===== src/rtl/result_bcd_display_pkg.sv =====
// Shared definitions for the result BCD display block.
//   state_t    : conversion FSM states (IDLE -> CONV -> COMMIT -> IDLE)
//   SEG_*      : active-low 7-segment patterns, bit order {g,f,e,d,c,b,a}
package result_bcd_display_pkg;

    typedef enum logic [1:0] {
        ST_IDLE   = 2'd0,
        ST_CONV   = 2'd1,
        ST_COMMIT = 2'd2
    } state_t;

    localparam logic [6:0] SEG_0     = 7'b1000000;
    localparam logic [6:0] SEG_1     = 7'b1111001;
    localparam logic [6:0] SEG_2     = 7'b0100100;
    localparam logic [6:0] SEG_3     = 7'b0110000;
    localparam logic [6:0] SEG_4     = 7'b0011001;
    localparam logic [6:0] SEG_5     = 7'b0010010;
    localparam logic [6:0] SEG_6     = 7'b0000010;
    localparam logic [6:0] SEG_7     = 7'b1111000;
    localparam logic [6:0] SEG_8     = 7'b0000000;
    localparam logic [6:0] SEG_9     = 7'b0010000;
    localparam logic [6:0] SEG_BLANK = 7'b1111111;

endpackage


===== src/rtl/result_bcd_display_bcd_seg7_decoder.sv =====
// Combinational BCD nibble to 7-segment decoder (active-low segments).
//   nibble : BCD digit 0..9; codes 10..15 decode to blank
//   blank  : force all segments off
//   seg    : {g,f,e,d,c,b,a}, active-low
module bcd_seg7_decoder
    import result_bcd_display_pkg::*;
(
    input  logic [3:0] nibble,
    input  logic       blank,
    output logic [6:0] seg
);

    always_comb begin
        seg = SEG_BLANK;
        if (!blank) begin
            case (nibble)
                4'd0:    seg = SEG_0;
                4'd1:    seg = SEG_1;
                4'd2:    seg = SEG_2;
                4'd3:    seg = SEG_3;
                4'd4:    seg = SEG_4;
                4'd5:    seg = SEG_5;
                4'd6:    seg = SEG_6;
                4'd7:    seg = SEG_7;
                4'd8:    seg = SEG_8;
                4'd9:    seg = SEG_9;
                default: seg = SEG_BLANK;
            endcase
        end
    end

endmodule


===== src/rtl/result_bcd_display.sv =====
// Captures a binary result on the rising edge of Load, converts it to BCD with a
// sequential double-dabble (one bit per clock) and shows the last completed result
// on a time-multiplexed 4-digit 7-segment display.
//   clk    : system clock, rising edge
//   reset  : asynchronous, active-low
//   Load   : start request, rising edge significant
//   Value  : binary value, sampled on the Load rising-edge cycle
//   Busy   : conversion in progress
//   Ready  : one-cycle pulse when bcd updates
//   bcd    : last completed BCD result, digit 0 in [3:0]
//   seg    : active-low segments {g,f,e,d,c,b,a}
//   an     : active-low digit enables, exactly one low
//
// Handshake: Load is a level or pulse; only its 0->1 transition starts work. Any
// new rising edge, even mid-conversion, restarts from the current Value. Ready is
// a single-cycle strobe coinciding with the bcd update; there is no back-pressure.
module result_bcd_display
    import result_bcd_display_pkg::*;
#(
    parameter int WIDTH       = 10,
    parameter int DIGITS      = 4,
    parameter int REFRESH_DIV = 50000,
    parameter int BLANK_LZ    = 1
) (
    input  logic                clk,
    input  logic                reset,
    input  logic                Load,
    input  logic [WIDTH-1:0]    Value,
    output logic                Busy,
    output logic                Ready,
    output logic [4*DIGITS-1:0] bcd,
    output logic [6:0]          seg,
    output logic [DIGITS-1:0]   an
);

    localparam int BCD_W = 4 * DIGITS;
    localparam int SR_W  = BCD_W + WIDTH;
    localparam int CNT_W = $clog2(WIDTH + 1);
    localparam int REF_W = (REFRESH_DIV > 1) ? $clog2(REFRESH_DIV) : 1;
    localparam int IDX_W = (DIGITS > 1) ? $clog2(DIGITS) : 1;

    // One double-dabble step: add 3 to each BCD nibble >= 5 (no inter-nibble
    // carry), then shift the whole register left by one.
    function automatic logic [SR_W-1:0] dabble_step(input logic [SR_W-1:0] s);
        logic [SR_W-1:0] t;
        t = s;
        for (int i = 0; i < DIGITS; i++) begin
            if (t[WIDTH+4*i +: 4] >= 4'd5)
                t[WIDTH+4*i +: 4] = t[WIDTH+4*i +: 4] + 4'd3;
        end
        return t << 1;
    endfunction

    // ---------------------------------------------------------------
    // Conversion FSM and datapath
    // ---------------------------------------------------------------
    state_t            state, state_next;
    logic [SR_W-1:0]   sr_q, sr_next;
    logic [CNT_W-1:0]  bit_cnt, bit_cnt_next;
    logic [BCD_W-1:0]  bcd_q, bcd_next;
    logic              busy_q, busy_next;
    logic              ready_q, ready_next;
    logic              load_d;
    logic              start;

    assign start = Load & ~load_d;

    always_ff @(posedge clk or negedge reset) begin
        if (!reset) begin
            state   <= ST_IDLE;
            sr_q    <= '0;
            bit_cnt <= '0;
            bcd_q   <= '0;
            busy_q  <= 1'b0;
            ready_q <= 1'b0;
            load_d  <= 1'b0;
        end else begin
            state   <= state_next;
            sr_q    <= sr_next;
            bit_cnt <= bit_cnt_next;
            bcd_q   <= bcd_next;
            busy_q  <= busy_next;
            ready_q <= ready_next;
            load_d  <= Load;
        end
    end

    always_comb begin
        state_next   = state;
        sr_next      = sr_q;
        bit_cnt_next = bit_cnt;
        bcd_next     = bcd_q;
        busy_next    = busy_q;
        ready_next   = 1'b0;
        if (start) begin
            // A start in any state (re)loads; an in-flight result is discarded.
            sr_next      = {{BCD_W{1'b0}}, Value};
            bit_cnt_next = CNT_W'(WIDTH);
            state_next   = ST_CONV;
            busy_next    = 1'b1;
        end else begin
            case (state)
                ST_CONV: begin
                    sr_next      = dabble_step(sr_q);
                    bit_cnt_next = bit_cnt - 1'b1;
                    if (bit_cnt == CNT_W'(1))
                        state_next = ST_COMMIT;
                end
                ST_COMMIT: begin
                    bcd_next   = sr_q[SR_W-1 -: BCD_W];
                    ready_next = 1'b1;
                    busy_next  = 1'b0;
                    state_next = ST_IDLE;
                end
                default: begin
                    state_next = ST_IDLE;
                end
            endcase
        end
    end

    assign Busy  = busy_q;
    assign Ready = ready_q;
    assign bcd   = bcd_q;

    // ---------------------------------------------------------------
    // Display refresh: free-running, independent of the FSM
    // ---------------------------------------------------------------
    logic [REF_W-1:0] refresh_cnt;
    logic [IDX_W-1:0] digit_idx;

    always_ff @(posedge clk or negedge reset) begin
        if (!reset) begin
            refresh_cnt <= '0;
            digit_idx   <= '0;
        end else if (refresh_cnt == REF_W'(REFRESH_DIV - 1)) begin
            refresh_cnt <= '0;
            if (digit_idx == IDX_W'(DIGITS - 1))
                digit_idx <= '0;
            else
                digit_idx <= digit_idx + 1'b1;
        end else begin
            refresh_cnt <= refresh_cnt + 1'b1;
        end
    end

    // Digit k is a leading zero when it and every higher digit are zero.
    // Digit 0 is never blanked so a zero result still shows "0".
    logic [DIGITS-1:0] blank_lz;
    logic              zero_above;

    always_comb begin
        blank_lz   = '0;
        zero_above = 1'b1;
        for (int k = DIGITS - 1; k > 0; k--) begin
            zero_above  = zero_above & (bcd_q[4*k +: 4] == 4'd0);
            blank_lz[k] = (BLANK_LZ != 0) && zero_above;
        end
    end

    assign an = ~(DIGITS'(1) << digit_idx);

    bcd_seg7_decoder u_dec (
        .nibble (bcd_q[4*digit_idx +: 4]),
        .blank  (blank_lz[digit_idx]),
        .seg    (seg)
    );

endmodule


===== config.mk =====
export PLATFORM = sky130hd
export DESIGN_NAME = result_bcd_display
export DESIGN_NICKNAME = d
export VERILOG_FILES = /design/src/rtl/result_bcd_display_pkg.sv /design/src/rtl/result_bcd_display_bcd_seg7_decoder.sv /design/src/rtl/result_bcd_display.sv
export SDC_FILE = /design/constraint.sdc
export NUM_CORES = 1
export LEC_CHECK = 0
export CORE_MARGIN = 3
export CORE_UTILIZATION = 55
export DETAILED_ROUTE_END_ITERATION = 8
export DONT_BUFFER_PORTS = 1
export GPL_TIMING_DRIVEN = 0
export PLACE_DENSITY_LB_ADDON = 0.12
export SLEW_MARGIN = 20
export SYNTH_ARGS = -nofsm -noshare
export SYNTH_HDL_FRONTEND = slang
export SYNTH_HIERARCHICAL = 1
export SYNTH_SLANG_ARGS = --single-unit

===== constraint.sdc =====
create_clock -name clk -period 2.5 [get_ports clk]
set_input_delay 0.625 -clock clk [delete_from_list [all_inputs] [get_ports clk]]
set_output_delay 0.625 -clock clk [all_outputs]
set_load 0.03 [all_outputs]

== Word-level counts from Yosys, hierarchy flattened ==
Memories as Yosys holds them, arrays and structs flattened.
Index checks and enable logic that the tools add are counted.

* Word-level logic and storage cells: 62
* Output and inout bits: 29
* Register bits after elaboration: 69
* ROM bits: 112
* Memories: 1
* Bits of input ports: 13

{| class="wikitable"
|+ Memories
! name !! words !! width !! rd ports !! clocked after Yosys merged registers in !! write ports !! line !! source
|-
| (name not given) || 16 || 7 || 1 || 0 || 0 || result_bcd_display_bcd_seg7_decoder.sv:16 || <nowiki>case (nibble)</nowiki>
|}

* $add $sub $neg: 7
* Muxes and demuxes: 20
* Shift-type cells: 2
* Magnitude comparators: 5
* Bitwise operators: 6
* Reductions and logical operators: 6
* Equality and inequality tests: 6

{| class="wikitable"
|+ Operators by type and width
! cell !! count
|-
| 26-bit two-way mux || 2
|-
| 4-bit two-way mux || 5
|-
| 16-bit by 1-bit adder with 16-bit output, second input constant || 1
|-
| 16-bit == test, second input constant || 1
|-
| 4-bit by 3-bit greater-or-equal comparator with 1-bit output, second input constant || 4
|-
| 16-bit two-way mux || 1
|-
| 16-bit by 5-bit indexed part select with 4-bit output || 1
|-
| 4-bit by 2-bit adder with 4-bit output, second input constant || 3
|-
| 4-bit logical NOT || 3
|-
| 2-bit two-way mux || 4
|-
| 7-bit two-way mux || 1
|-
| 1-bit two-way mux || 5
|-
| 2-bit == test, second input constant || 2
|-
| 4-bit by 1-bit == test with 1-bit output, second input constant || 1
|-
| 4-bit NOT || 1
|-
| 2-bit nonzero test || 2
|-
| 1-bit by 2-bit left shift with 4-bit output, first input constant || 1
|-
| 4-bit by 1-bit subtractor with 4-bit output, second input constant || 1
|-
| 3-bit by 2-bit adder with 3-bit output, second input constant || 1
|-
| 1-bit AND || 3
|-
| 2-bit by 3-bit < comparator with 1-bit output, second input constant || 1
|-
| 3-bit two-way mux || 1
|-
| 3-bit != test, second input constant || 1
|-
| 2-bit by 1-bit adder with 2-bit output, second input constant || 1
|-
| 4 further kinds || 5
|}

== Logic depth before layout (Yosys ltp) ==
* Depth in word-level cells: 6
* Depth in mapped cells: 7
* Mapped depth without buffers: 6

== Cells and area by module ==
The synthesis kept the hierarchy.

{| class="wikitable"
|+ Modules (own cells, without submodules)
! module !! instances !! area each (µm²) !! cells an instance !! seq. area each (µm²)
|-
| result_bcd_display || 1 || 3373.2 || 325 || 1726.7
|-
| bcd_seg7_decoder || 1 || 236.5 || 33 || 0.0
|}

== Worst setup path before layout ==
No wires, ideal clock.

* Path type: register to output
* Start point: reg digit_idx[0]
* End point: out seg[3]
* Path slack: -0.379 ns
* Data arrival time: 2.254 ns
* Path buffers: 1
* Required time: 1.875 ns
* Cell stages (with the launch flop): 7
* Cell sequence: dfrtp_1 clkbuf_1 mux4_2 inv_1 ha_1 nor3b_2 a21oi_1

* Longest elaborated chain between the ends: 3
* Elaborated cells on any way between the ends: 5
* Classes of those cells: shift (1); mux (3); memory (1)

{| class="wikitable"
|+ RTL lines
! what !! line !! source
|-
| start: declaration || result_bcd_display.sv:130 || <nowiki>logic [IDX_W-1:0] digit_idx;</nowiki>
|-
| start signal: assignment || result_bcd_display.sv:141 || <nowiki>digit_idx <= digit_idx + 1'b1;</nowiki>
|-
| 16-bit by 5-bit indexed part select with 4-bit output / 1-bit binary-select mux with 2-bit select (equally long branches) || result_bcd_display.sv:164, result_bcd_display.sv:165 ||
|-
| memory read 16 x 7 bit / 1-bit two-way mux (equally long branches) || n/a ||
|-
| 7-bit two-way mux * || result_bcd_display_bcd_seg7_decoder.sv:15 || <nowiki>if (!blank) begin</nowiki>
|-
| end: declaration || result_bcd_display.sv:32 || <nowiki>output logic [6:0] seg,</nowiki>
|}

Mark *: on every way between the ends. The rest lies on a longest branch, timed or not. The select of a mux whose other input is x is not followed.

== Worst setup path after layout ==
* Start point: reg digit_idx[0]
* End point: out seg[2]

Same word-level chain as after synthesis.

==> results.json <==
{
  "p_leak_nw": 1.88,
  "htreeDepth": 3,
  "rsz0062_at_grt": "true",
  "postSynthCellCount": 358,
  "synth_area_leader_cell": "dfrtp_1",
  "crit_family": "multiplexers",
  "ff2ff_path_depth": 5,
  "rows": 28,
  "dp_hpwl_um": 5000,
  "vias_per_cell": 5.62,
  "cts_root_buffer": "clkbuf_8",
  "fp.dieH_um": 87.0,
  "clock-sinks": 69,
  "antenna_found_initial": 0,
  "slew_headroom_pct": 56.3,
  "ys_async_sr_fraction_pct": 100,
  "wl_um": 7440,
  "core_area_mm2": 0.00613,
  "maxCapViolations": 0,
  "clkLatencyLatePin_ps": 340,
  "outcome": "finished, violations left",
  "drcViolationCount": 0,
  "grt_overflow": 0,
  "tightest_slew_ps": 653,
  "mappedNetlistArea_mm2": 0.00361,
  "grt_pass1_wl_um": 12600,
  "cts.path.max_buffers": 2,
  "fp.dieArea_mm2": 0.00757,
  "cp-start-kind": "register",
  "n_fill_cell": 451,
  "finalNetCount": 411,
  "worstSetupPathType": "register to primary output",
  "multi_input_area_mm2": 0.00184,
  "synth_cell_type_count": 42,
  "place_congestion": 0.884,
  "syn2layout_area_growth_pct": 16.0,
  "first_global_vias": 2560,
  "io_buffers": 0,
  "firstDrtPassIters": 4,
  "synth_nets": 391,
  "fin_util_pct": 68.3,
  "powerDensity_mw_per_mm2": 1050,
  "cp.depth": 6,
  "cpPeakStageDelay_ps": 600,
  "syn_area_per_cell_um2": 10.1,
  "grt_max_degree": 70,
  "critPathCaptureType": "primary output",
  "synth_flop_cell": "dfrtp_1",
  "seq_area_frac_synth_pct": 47.8,
  "cts_tree": "done",
  "place_area_mm2": 0.00372,
  "fin_ws_ps": -283,
  "final_area_mm2": 0.00419,
  "post-route-period-util_pct": 111,
  "num_vias": 2572,
  "ant_nets": 0,
  "hold_viol": 0,
  "die_width_um": 87.0,
  "setup_viol": 7,
  "ff_latch_area_mm2": 0.00174,
  "irDropWorstVdd_uv": 707,
  "ys_seq_elements": 69,
  "yosys-top-cells-count": "dfrtp_1, nand2_1, nor2_1, inv_1, o21ai_0",
  "yosysTopAreaCellShare_pct": 47.8,
  "fin_skew_ps": 6.96,
  "path_buf_inv": 1,
  "ios": 42,
  "yosysMostFrequentCell": "dfrtp_1",
  "cp_max_fo": 7,
  "antenna_cells": 0,
  "min_period_ps": 2780,
  "layout-drive-gt1-share_pct": 20.6,
  "slew_viol_final": 0,
  "critical_path_arrival_ps": 2160,
  "crit_chain": "buf_8, mux4_2, ha_2, nor2b_1, o22ai_1, nand2b_2",
  "clk_pin_slew_ps": 70,
  "synth_edf_count": 0,
  "crit_path_top_delay_cell": "mux4_2",
  "synth.area.top_cells": "dfrtp_1, ha_1, nand2_1",
  "grtUsageTotal_pct": 21.4,
  "cts_inserted_buffers": 9,
  "hold_path.class": "input pin to asynchronous set/reset pin",
  "drt-initial-drc-count": 142,
  "yosysWarnings": 6,
  "critical_path_required_ps": 1880,
  "post_drt_wl_per_cell_um": 16.2,
  "max_freq_mhz": 359,
  "start_util_pct": 58.9,
  "violations": "setup timing"
}
[where the power goes]
group / switching (mW) / internal, mW
logic: 0.934 / 0.666
clock network: 0.414 / 0.613
registers: 0.391 / 1.39
[worst reg2reg max path, delay by kind of cell, from the launching register on]
kind,cells,cell delay [ps]
buffers and inverters,1,180
muxes,1,330
DFF,1,420
and+or+nand+nor,3,700
[layout by cell type (no fill, tap or decap), drive strengths merged, types with 7 or more instances in the layout]
cell type  count
clkbuf        19
a31oi          9
nand2b         9
nand3         12
ha            20
nor2          33
nor4           7
inv           24
o21ai         22
nand2         38
mux2          10
a21oi         19
a22o           9
buf           17
xnor2         14
xor2          11
nor3           7
dfrtp         69
[state kept, by name, summed over array words and instances, names as in the netlist]
name / flops
refresh_cnt: 16
digit_idx: 2
bcd: 16
sr_q: 26
state: 2
Busy: 1
load_d: 1
bit_cnt: 4
Ready: 1
[path summary, 6_finish.rpt]
| kind | end | slack [ps] | startpoint |
|---|---|---|---|
| worst min register to register | refresh_cnt[0] | 480 | refresh_cnt[0] |
| min in group clk | load_d | 300 | Load |
| worst min-delay path | Ready | 130 | reset |
| worst max register to register | digit_idx[1] | 770 | refresh_cnt[5] |
| max in group asynchronous | bcd[0] | 2020 | reset |
| worst max-delay path | seg[2] | -280 | digit_idx[0] |
[what timing repair did]
item / 4_1_cts / 5_1_grt
endpoints found under the hold margin: 69 / 0
setup endpoints to repair: 7 / 7
gates resized for setup: 37 / 8
hold buffers: 1 / 0
buffers inserted: 6 / 3
pin swaps: 1 / 3
[per-layer routing]
metal | up-vias | part of all wire, % | track usage, %
li1 | 1263 | - | -
met1 | 1241 | 47 | 29.3
met2 | 61 | 47 | 33.5
met3 | 7 | 4.3 | 5.30
met4 | 0 | 1.0 | 7.08
met5 | - | 0 | 0
[cell type report]
class | count | share of cell area, %
plain buffers | 14 | 2.27
multi-input cells | 250 | 44.1
clock buffers | 12 | 3.71
flip-flops and latches | 69 | 41.6
inverters | 24 | 2.27
well taps | 75 | 2.24
repair buffers | 10 | 2.21
clock inverters | 4 | 1.67
[logic make-up after synthesis]
group	Yosys count	share of synthesized area, %
simple gates	125	17.2
flops	69	47.8
compound gates	62	10.0
buf+inv	39	4.92
xor+xnor	25	6.07
fa+ha+maj	20	6.93
mux	18	7.04
[metrics by stage]
stage	total power [mW]	cells	setup slack, ps	TNS, ps	hold WS [ps]
floorplan	2.81	358	-64.3	-192	329
global placement	3.08	433	-246	-877	332
detailed placement	3.12	433	-260	-1050	332
CTS	4.39	455	-313	-1780	157
global route	4.71	458	-346	-2200	160
finish	4.41	458	-283	-1750	132
No activity file was read; power rests on OpenSTA's default activity.
